**src/rtl/vg_mux_pipe.sv**
```systemverilog
// Dual-sided vector mux followed by a PIPE_DEPTH-stage stallable register pipeline.
// Optional build macro VG_MUX_PIPE_GATE_INVALID_EN zeroes data of INVALID tokens at stage-1 load.
module vg_mux_pipe #(
  parameter int unsigned DATA_WID   = 16,
  parameter int unsigned MUX_NUM    = 8,
  parameter int unsigned NUM_IN     = 4,
  parameter int unsigned PIPE_DEPTH = 2,
  parameter int unsigned SEL_WID    = $clog2(NUM_IN)
) (
  input  logic                                    clk,
  input  logic                                    reset,
  input  logic [NUM_IN-1:0][MUX_NUM-1:0][DATA_WID-1:0] A,
  input  logic [NUM_IN-1:0][MUX_NUM-1:0][DATA_WID-1:0] B,
  input  logic [SEL_WID-1:0]                      sel_A,
  input  logic [SEL_WID-1:0]                      sel_B,
  input  logic                                    stall,
  input  logic [1:0]                              status_in,
  output logic [1:0]                              status_out,
  output logic [MUX_NUM-1:0][DATA_WID-1:0]        OUT_A,
  output logic [MUX_NUM-1:0][DATA_WID-1:0]        OUT_B
);

  localparam logic [1:0] StInvalid = 2'd0;

  logic [MUX_NUM-1:0][DATA_WID-1:0] sel_a;
  logic [MUX_NUM-1:0][DATA_WID-1:0] sel_b;

  logic [PIPE_DEPTH-1:0][MUX_NUM-1:0][DATA_WID-1:0] data_a_q;
  logic [PIPE_DEPTH-1:0][MUX_NUM-1:0][DATA_WID-1:0] data_b_q;
  logic [PIPE_DEPTH-1:0][1:0]                       status_q;

  // Stage 0: each side independently falls back to zero lanes on an out-of-range select.
  always_comb begin
    sel_a = '0;
    sel_b = '0;
    if (int'(sel_A) < int'(NUM_IN)) sel_a = A[sel_A];
    if (int'(sel_B) < int'(NUM_IN)) sel_b = B[sel_B];
`ifdef VG_MUX_PIPE_GATE_INVALID_EN
    if (status_in == StInvalid) begin
      sel_a = '0;
      sel_b = '0;
    end
`endif
  end

  always_ff @(posedge clk) begin
    if (reset) begin
      data_a_q <= '0;
      data_b_q <= '0;
      for (int i = 0; i < int'(PIPE_DEPTH); i++) status_q[i] <= StInvalid;
    end else if (!stall) begin
      data_a_q[0] <= sel_a;
      data_b_q[0] <= sel_b;
      status_q[0] <= status_in;
      for (int i = 1; i < int'(PIPE_DEPTH); i++) begin
        data_a_q[i] <= data_a_q[i-1];
        data_b_q[i] <= data_b_q[i-1];
        status_q[i] <= status_q[i-1];
      end
    end
  end

  assign OUT_A      = data_a_q[PIPE_DEPTH-1];
  assign OUT_B      = data_b_q[PIPE_DEPTH-1];
  assign status_out = status_q[PIPE_DEPTH-1];

endmodule

```
**config.mk**
```make
export PLATFORM = sky130hd
export DESIGN_NAME = vg_mux_pipe
export DESIGN_NICKNAME = d
export VERILOG_FILES = /design/src/rtl/vg_mux_pipe.sv
export SDC_FILE = /design/constraint.sdc
export NUM_CORES = 1
export LEC_CHECK = 0
export CORE_AREA = 2 2 505 507
export CTS_BUF_LIST = sky130_fd_sc_hd__clkbuf_2 sky130_fd_sc_hd__clkbuf_4 sky130_fd_sc_hd__clkbuf_8
export CTS_CLUSTER_SIZE = 12
export DETAILED_ROUTE_END_ITERATION = 10
export DIE_AREA = 0 0 507 509
export PLACE_DENSITY_LB_ADDON = 0.08
export SLEW_MARGIN = 15
export SYNTH_ARGS = -nofsm -noshare
export SYNTH_HDL_FRONTEND = slang
export SYNTH_SLANG_ARGS = --single-unit
export TNS_END_PERCENT = 1
```
**constraint.sdc**
```tcl
create_clock -name clk -period 1.3 [get_ports clk]
set_input_delay 0.13 -clock clk [delete_from_list [all_inputs] [get_ports clk]]
set_output_delay 0.13 -clock clk [all_outputs]
set_load 0.1 [all_outputs]
```
== Yosys cells after proc, flatten, opt, wreduce, memory -nomap -nowiden ==
Cells that the tools add are included.

* $lt $le $gt $ge: 2
* Multiplexer cells: 4

{| class="wikitable"
|+ Operator list
! operator !! number
|-
| 128-bit binary-select mux with 2-bit select || 2
|-
| 128-bit two-way mux || 2
|-
| 2-bit by 3-bit < comparator with 1-bit output, second input constant || 2
|}

* Bits in registers: 516
* Input port bits: 1033
* Output and inout bits: 258
* Word-level logic and storage cells: 40

== Depth between registers and ports, before layout ==
Gate-level depths: netlist of the first run.

* Word-level depth: 2
* Gate-level depth with buffers: 6
* Mapped depth without buffers: 2

== Worst setup path after synthesis of the first run ==
No wires, ideal clock.

* Path type: in2reg
* Start point: input port stall
* End point: register data_a_q[100] in the netlist's numbering
* Arrival: 1120 ps
* Path slack: 102 ps
* Stages: 5
* Buffers on the path: 3
* Cells stage by stage: buf_2 -> or3b_4 -> buf_6 -> buf_6 -> o221ai_2

{| class="wikitable"
|+ RTL lines
! what !! line !! RTL
|-
| from (decl) || 16 || <nowiki>input logic stall,</nowiki>
|-
| to (signal, indexed assignment) || 56 || <nowiki>data_a_q[i] <= data_a_q[i-1];</nowiki>
|-
| to (decl) || 28 || <nowiki>logic [PIPE_DEPTH-1:0][MUX_NUM-1:0][DATA_WID-1:0] data_a_q;</nowiki>
|}

== Final worst setup path of the first run ==
* Start point: register data_b_q (netlist bit OUT_B[15])
* End point: output port OUT_B[15] in the netlist's numbering

{| class="wikitable"
|+ RTL lines
! what !! line !! RTL
|-
| from (decl) || 29 || <nowiki>logic [PIPE_DEPTH-1:0][MUX_NUM-1:0][DATA_WID-1:0] data_b_q;</nowiki>
|-
| from (signal, indexed assignment) || 57 || <nowiki>data_b_q[i] <= data_b_q[i-1];</nowiki>
|-
| to (decl) || 20 || <nowiki>output logic [MUX_NUM-1:0][DATA_WID-1:0] OUT_B</nowiki>
|}

No word-level cell between the ends.

==> results.txt, run 1 <==
The total power after layout is 52.8 mW. The clock period minus worst slack came out at 1570 ps. The fraction of post-synthesis cell area in the top cell type by area came out at 37.2%. Summed over all nets, the half-perimeter wirelength after detailed placement is 146000 um. The final period utilization came out at 121%. The die outline height came out at 509 um. The pin count of the biggest net entering global routing came out at 74. The congestion estimate from routability-driven global placement came to 0.763. The wire length of the first global-routing pass is 240000 um.

For this run, the share of the core covered by cells in the final layout is 22.5%. The post-layout worst setup margin is -269 ps. The count of yosys warnings during synthesis came out at 0. The post-detailed-route via-to-cell ratio is 3.38. Max-cap violations in this run came to 0. The total count of hold-check failures in the final report is 0. The clock-pin transition on the worst setup and hold timing paths is 60 ps. At the placement stage, the worst setup path has a slack of -570 ps.

For this design, the slowest cell found on the critical path is sky130_fd_sc_hd__dfxtp_4. At the worst endpoint, the required time is 1170 ps. The area growth from synthesis to final layout came out at 104%. The total detailed-routing wirelength came out at 177000 um. TritonCTS built the clock tree. The count of buffers added on input and output ports is 1290. The final reports fail on negative setup slack. With fillers left out, the area of the finished cells amounts to 56800 um^2. In this run, distinct cell masters in the synthesized netlist total 13.

Counting every net in the synthesized netlist gives 3584. The worst hold path belongs to the class primary input to flip-flop. The DRC violation total after the first TritonRoute iteration is 962. For the worst-skew pair, the clock arrives at the later sink with an insertion delay of 850 ps.

Traced cell by cell, the critical path runs through buf_12. In this run the cell area of the synthesized design comes to 27800 um^2. The worst slew margin relative to its limit is 59.7%. The fraction of layout instances using a drive strength above 1 came out at 31.2%. The clock skew is 57.4 ps. Power spread over the standard cell area amounts to 930 nW/um^2. The highest achievable clock rate came out at 0.637 GHz. STA classifies the critical path endpoint as a primary output. The total die area came out at 258000 um^2. The total grt overflow is 0.

The critical path is of the flip-flop to primary output type. The global router's overall resource usage came out at 13.3%. The average wire per standard cell is 22.3 um. The critical path launch point type is a flip-flop.

The maximum net fanout on the critical path is 2. The mean cell area of the mapped netlist came out at 10.9 um^2. The count of standard-cell rows is 185. The residual DRC count is 0.

The largest incremental delay on the critical path is 420 ps. The initial antenna violation count is 22. The number of instances in the synthesized netlist came out at 2551.

The count of buffering cells on the critical path with inverters included is 1. The length of the first detailed-routing pass in iterations is 4. The number of clock sinks seen by CTS came out at 516. The final number of max-transition violations was 0.

The total via count after detailed routing came out at 26800. The total of fill cells in the finished design is 27300. The arrival time reported for the critical path endpoint is 1440 ps. In the post-synthesis netlist, the biggest area contributors are sky130_fd_sc_hd__dfxtp_1 37%, sky130_fd_sc_hd__mux2i_1 28%, sky130_fd_sc_hd__o221ai_2 12%.

The synthesized design contains 516 register bits. The cell area after placement is 48600 um^2. The depth of the CTS H-tree came out at 3.

Setup repair after global routing could not meet its margin everywhere. The clock passes through at most 3 buffers. The number of ports placed on the die boundary is 1291. The area of the core is 253000 um^2. The number of global-route vias before repair came out at 29700. The final number of setup-violating endpoints came out at 277.

The initial core utilization is 11.0%. For the pin with the worst max-slew slack, the measured transition is 588 ps. In this design, the largest share of critical-path delay is due to flip-flops. The die width is 507 um. The run finished, with violations left. The final antenna-violating net count is 0.

The peak supply drop is 0.000803 V. The part of the Yosys area used for sequential elements came out at 37.2%. Of all cell types, the one taking the most synthesized area is sky130_fd_sc_hd__dfxtp_1. The net count of the finished layout is 5513. Counting the buffers created by CTS gives 111. The root buffer cell is sky130_fd_sc_hd__clkbuf_8. The leakage power summed over all cells came out at 22.8 nW.
[cells by family (layout without fill, tap and decap cells)]
kind of cell / count (synthesis) / after routing / share of synthesized area [%]
other cells: 0 / 8 / 0
mux: 772 / 772 / 27.8
buf+inv: 487 / 2503 / 11.5
flops: 516 / 516 / 37.2
compound gates: 256 / 256 / 13.0
simple gates: 520 / 520 / 10.5
[flip-flops by register name, indices dropped and copies added, names as in the netlist]
register / count
OUT_A: 128
data_b_q: 128
status_q: 2
OUT_B: 128
status_out: 2
data_a_q: 128
[cell usage after synthesis, drive strengths merged]
library cell  count
mux2i           772
dfxtp           516
buf             450
nor2            260
nand3b          256
o221ai          256
clkbuf           37
or3               2
or3b              2
[repair_timing]
| item | CTS | global route |
|---|---|---|
| buffers inserted | 0 | 0 |
| gates resized for setup | 299 | 16 |
| hold endpoints to repair | 437 | 0 |
| hold buffers | 530 | 0 |
| setup endpoints to repair | 258 | 267 |
[report_power, final]
part	switching [mW]	internal [mW]	total (mW)	leakage [nW]
combinational	7.16	8.22	15.4	17.1
clock	8.54	11.3	19.8	1.31
sequential	0.864	16.8	17.7	4.36
total	16.6	36.3	52.8	22.8
[worst reg2reg max path: cells and delay by family, from the launching register on]
family        cells  cell delay [ps]
simple gates      1               50
mux               1              130
buf+inv           1              540
flops             1              320
[through the flow]
step / setup TNS [ps] / std cells / hold WS [ps]
finish: -50330 / 7941 / 133
global route: -85770 / 7939 / 57.7
CTS: -98410 / 7933 / 0.0693
detailed placement: -125060 / 7203 / 480
global placement: -126150 / 7203 / 473
floorplan: 0 / 2551 / 274
[cell usage in the layout (no fill, tap or decap)]
cell type / instances
sky130_fd_sc_hd__buf_12: 310
sky130_fd_sc_hd__buf_4: 433
sky130_fd_sc_hd__buf_8: 4
sky130_fd_sc_hd__bufinv_16: 1
sky130_fd_sc_hd__clkbuf_4: 38
sky130_fd_sc_hd__clkbuf_8: 145
sky130_fd_sc_hd__clkdlybuf4s50_1: 1028
sky130_fd_sc_hd__clkinv_2: 9
sky130_fd_sc_hd__clkinv_8: 2
sky130_fd_sc_hd__clkinvlp_4: 1
sky130_fd_sc_hd__dfxtp_1: 258
sky130_fd_sc_hd__dfxtp_2: 206
sky130_fd_sc_hd__dfxtp_4: 52
sky130_fd_sc_hd__diode_2: 8
sky130_fd_sc_hd__dlygate4sd3_1: 523
sky130_fd_sc_hd__dlymetal6s4s_1: 5
sky130_fd_sc_hd__inv_12: 1
sky130_fd_sc_hd__inv_16: 1
sky130_fd_sc_hd__inv_6: 1
sky130_fd_sc_hd__inv_8: 1
sky130_fd_sc_hd__mux2i_1: 772
sky130_fd_sc_hd__nand3b_1: 256
sky130_fd_sc_hd__nor2_1: 260
sky130_fd_sc_hd__o221ai_1: 38
sky130_fd_sc_hd__o221ai_2: 218
sky130_fd_sc_hd__or3_4: 2
sky130_fd_sc_hd__or3b_4: 2
[area by class of cell]
cell class / instances / area, um^2 / share of cell area, %
Tap cell: 3366 / 4210 / 7.41
Clock buffer: 183 / 2280 / 4.01
Timing Repair Buffer: 2303 / 25100 / 44.2
Clock inverter: 17 / 171 / 0.302
Antenna cell: 8 / 20.0 / 0.0352
Multi-Input combinational cell: 1548 / 14300 / 25.1
Sequential cell: 516 / 10800 / 19.0
[worst paths after layout]
| path | slack [ps] | end | depth (start not counted) | from |
|---|---|---|---|---|
| min reg2reg | 460 | OUT_A[55]$_SDFFE_PP0N_ | 2 | data_a_q[55]$_SDFFE_PP0N_ |
| min | 130 | data_b_q[98]$_SDFFE_PP0N_ | 3 | B[354] |
| max reg2reg | 150 | status_q[0]$_SDFFE_PP0N_ | 3 | status_q[0]$_SDFFE_PP0N_ |
| max | -270 | OUT_B[15] | 1 | OUT_B[15]$_SDFFE_PP0N_ |
[metal layers]
metal  track usage (%)  vias to the layer above  wire length, um
met5             0.259                        -              126
met4              4.81                        8             5750
met3              4.77                      197            14900
met2              22.6                      995            85700
met1              15.1                    12600            70800
li1                  -                    13000                -
Note: power is estimated with default switching activity, not from simulation.
==> inputs of run 2 (changes only) <==
- ABC_CLOCK_PERIOD_IN_PS: default -> 1300
==> results of run 2 <==
Final layout, timing and power as in run 1 (identical DEF).
==> inputs of run 3 (changes only) <==
- CORE_AREA: 2 2 505 507 -> 2 2 496 498
- CTS_BUF_LIST: sky130_fd_sc_hd__clkbuf_2 sky130_fd_sc_hd__clkbuf_4 sky130_fd_sc_hd__clkbuf_8 -> sky130_fd_sc_hd__clkbuf_16
- DIE_AREA: 0 0 507 509 -> 0 0 498 500
- MAX_ROUTING_LAYER: default -> met4
==> run 3 against run 2 <==
  * The flow still finishes with violations (negative setup slack)
  * Sequential power is essentially flat
  * Worst hold slack got worse by 9.9 ps
  * Register-to-register slack better by 160 ps
  * Fmax rose by 7.2%
  * Critical path type unchanged
  * Largest power group unchanged
==> results.txt, run 3 (synthesis gave the netlist of run 1 again) <==
The arrival time reported for the critical path endpoint came out at 1330 ps (-110 ps). The number of ports placed on the die boundary came out at 1291 (unchanged). The CTS buffer count came out at 74 (-33%). The maximum clock path buffer count is 3 (unchanged).

The die width came to 498 um (-1.8%). The post-layout worst setup margin is -164 ps (+105 ps). The number of max-cap violations is 0 (unchanged). The library cells used most frequently in the layout, excluding fill and tap cells, are 1028 x sky130_fd_sc_hd__clkdlybuf4s50_1, 771 x sky130_fd_sc_hd__mux2i_1, 404 x sky130_fd_sc_hd__buf_4, 315 x sky130_fd_sc_hd__buf_12, 260 x sky130_fd_sc_hd__nor2_1. The area growth from synthesis to final layout came out at 84.6%.

The maximum net fanout on the critical path came out at 2 (unchanged). The cell area after placement came out at 48300 um^2 (-0.56%). The source-to-sink clock delay at the later pin of the worst-skew pair is 680 ps (-170 ps).

The pin count of the biggest net entering global routing is 57 (-23%). The initial antenna violation count is 32 (+45%). The root buffer cell is sky130_fd_sc_hd__clkbuf_16. The number of post-CTS setup repair buffers came out at 0 (unchanged). The required time of the critical path is 1170 ps (about the same).

The peak supply drop came out at 0.000698 V (-13%). The highest achievable clock rate is 0.683 GHz (+7.2%). The final weighted congestion in routability-driven placement came out at 0.782 (+2.5%).

The cell with the largest stage delay on the worst path is sky130_fd_sc_hd__dfxtp_2. The DRC violation total after the first TritonRoute iteration is 972 (+1.0%). The power density over cell area is 1010 nW/um^2 (+9.1%). The net count of the finished layout came out at 4929 (-11%).

Broken down by cell family, the worst path's largest delay share belongs to flip-flops. The fraction of the core area covered by cells at the end of the flow came out at 21.0% (-1.5 points). The checks that failed: negative setup slack. The number of clock sinks seen by CTS came to 516 (unchanged). The final period utilization is 113% (-8.1 points).

The post-detailed-route via-to-cell ratio is 3.40 (+0.84%). The final number of max-transition violations is 0 (unchanged). STA classifies the critical path endpoint as a primary output. The total detailed-routing wirelength came out at 178000 um (+0.48%). The total die area came out at 249000 um^2 (-3.5%).

The clock-pin transition on the worst setup and hold timing paths is 60 ps (about the same). The depth of the CTS H-tree came out at 3 (unchanged). The worst-margin pin slew is 642 ps (+54.0 ps). The min-delay analysis places its worst path in the category primary input to flip-flop. Setup repair after global routing could not meet its margin everywhere.

The TritonCTS clock tree is done. The worst setup path is launched from a flip-flop. The wire length of the first global-routing pass is 237000 um (-1.3%). The global router's overall resource usage came to 14.3% (+1.0 points).

The total of fill cells in the finished design is 26500 (-3.1%). The post-placement worst setup slack was -566 ps (+4.13 ps). The area of the core is 244000 um^2 (-3.3%). The worst slew margin relative to its limit is 56.0% (-3.7 points).

The flow ran to the end, but the final reports show violations. The clock period minus worst slack was 1460 ps (-105 ps). The final number of setup-violating endpoints came out at 258 (-6.9%). The die outline height came out at 500 um (-1.8%). The final antenna-violating net count is 0 (unchanged). The total grt overflow is 0 (unchanged). The number of buffer cells added on primary ports came out at 1290 (unchanged). The initial core utilization is 11.4% (+0.38 points).

The length of the first detailed-routing pass in iterations came out at 5 (+1). The residual DRC count came out at 0 (unchanged). The largest incremental delay on the critical path came to 330 ps (-90 ps). The combined area of the multi-input logic cells was 14300 um^2 (about the same). The average wire per standard cell was 24.8 um (+11%).

The total count of hold-check failures in the final report was 0 (unchanged). The clock skew came out at 27.3 ps (-30.2 ps). The number of global-route vias before repair came to 26600 (-10%).

The count of standard-cell rows is 182 (-1.6%). The library cell used most frequently in the layout, excluding fill and tap cells, is sky130_fd_sc_hd__clkdlybuf4s50_1. The signal on the critical path passes through buf_8, buf_12. The count of buffering cells on the critical path with inverters included is 2 (+1).

The leakage power summed over all cells is 20.4 nW (-10%). The fraction of layout instances using a drive strength above 1 came to 32.9% (+1.6 points). The HPWL after detailed placement is 149000 um (+2.3%). The sequential cell area in the final layout came out at 10800 um^2 (+0.37%). The total via count after detailed routing came out at 24500 (-8.8%).

The critical path is of the flip-flop to primary output type. The cell area after layout is 51300 um^2 (-9.7%).
-- run 3: path summary, 6_finish.rpt --
check / startpoint / end / slack (ps) / depth (start not counted)
setup reg to reg: data_b_q[15]$_SDFFE_PP0N_ / data_b_q[15]$_SDFFE_PP0N_ / 310 / 2
hold reg to reg: data_b_q[98]$_SDFFE_PP0N_ / OUT_B[98]$_SDFFE_PP0N_ / 490 / 2
setup / recovery: OUT_B[41]$_SDFFE_PP0N_ / OUT_B[41] / -160 / 2
hold / removal: sel_B[1] / data_b_q[56]$_SDFFE_PP0N_ / 120 / 4
-- run 3: power breakdown --
| group | leakage, nW | switching [mW] | internal, mW |
|---|---|---|---|
| Sequential | 4.36 | 0.890 | 16.8 |
| Combinational | 14.8 | 6.81 | 7.02 |
| Clock | 1.22 | 8.34 | 12.2 |
-- run 3: worst register-to-register path, stage by stage, from the launching register on --
cell	delay, ps
sky130_fd_sc_hd__dfxtp_1	500
sky130_fd_sc_hd__nand3b_1	280
sky130_fd_sc_hd__o221ai_1	130
-- run 3: final cells by class --
type                       count  area share (%)
timing repair buffer        1756            38.5
antenna                       14          0.0683
sequential                   516            21.1
clock buffer                  77            3.76
clock inverter                54           0.914
multi-input combinational   1548            27.8
tap                         3220            7.85
-- run 3: repair_timing --
item,in CTS,in global routing
pin swaps,0,0
resized for setup,307,28
gates cloned,0,0
endpoints found under the hold margin,30,0
hold buffers,4,0
endpoints found under the setup margin,258,513
-- run 3: metrics by stage --
| step | hold slack (ps) | TNS (ps) | power [mW] | instances |
|---|---|---|---|---|
| 6_report | 123 | -11060 | 52.1 | 7185 |
| 3_3_place_gp | 470 | -105970 | 32.2 | 7036 |
| 3_5_place_dp | 482 | -109550 | 32.1 | 7036 |
| 4_1_cts | 27.3 | -41060 | 53.7 | 7171 |
| 2_1_floorplan | 274 | 0 | 24.0 | 2551 |
| 5_1_grt | 80.3 | -32130 | 54.7 | 7184 |
-- run 3: routing by layer --
metal / vias to the layer above / global-route usage, % / part of all wire (%)
met2: 908 / 24.5 / 50
met5: - / - / 0
met4: 0 / 3.39 / 2.0
met3: 141 / 5.04 / 8.0
li1: 11900 / - / -
met1: 11500 / 15.7 / 40
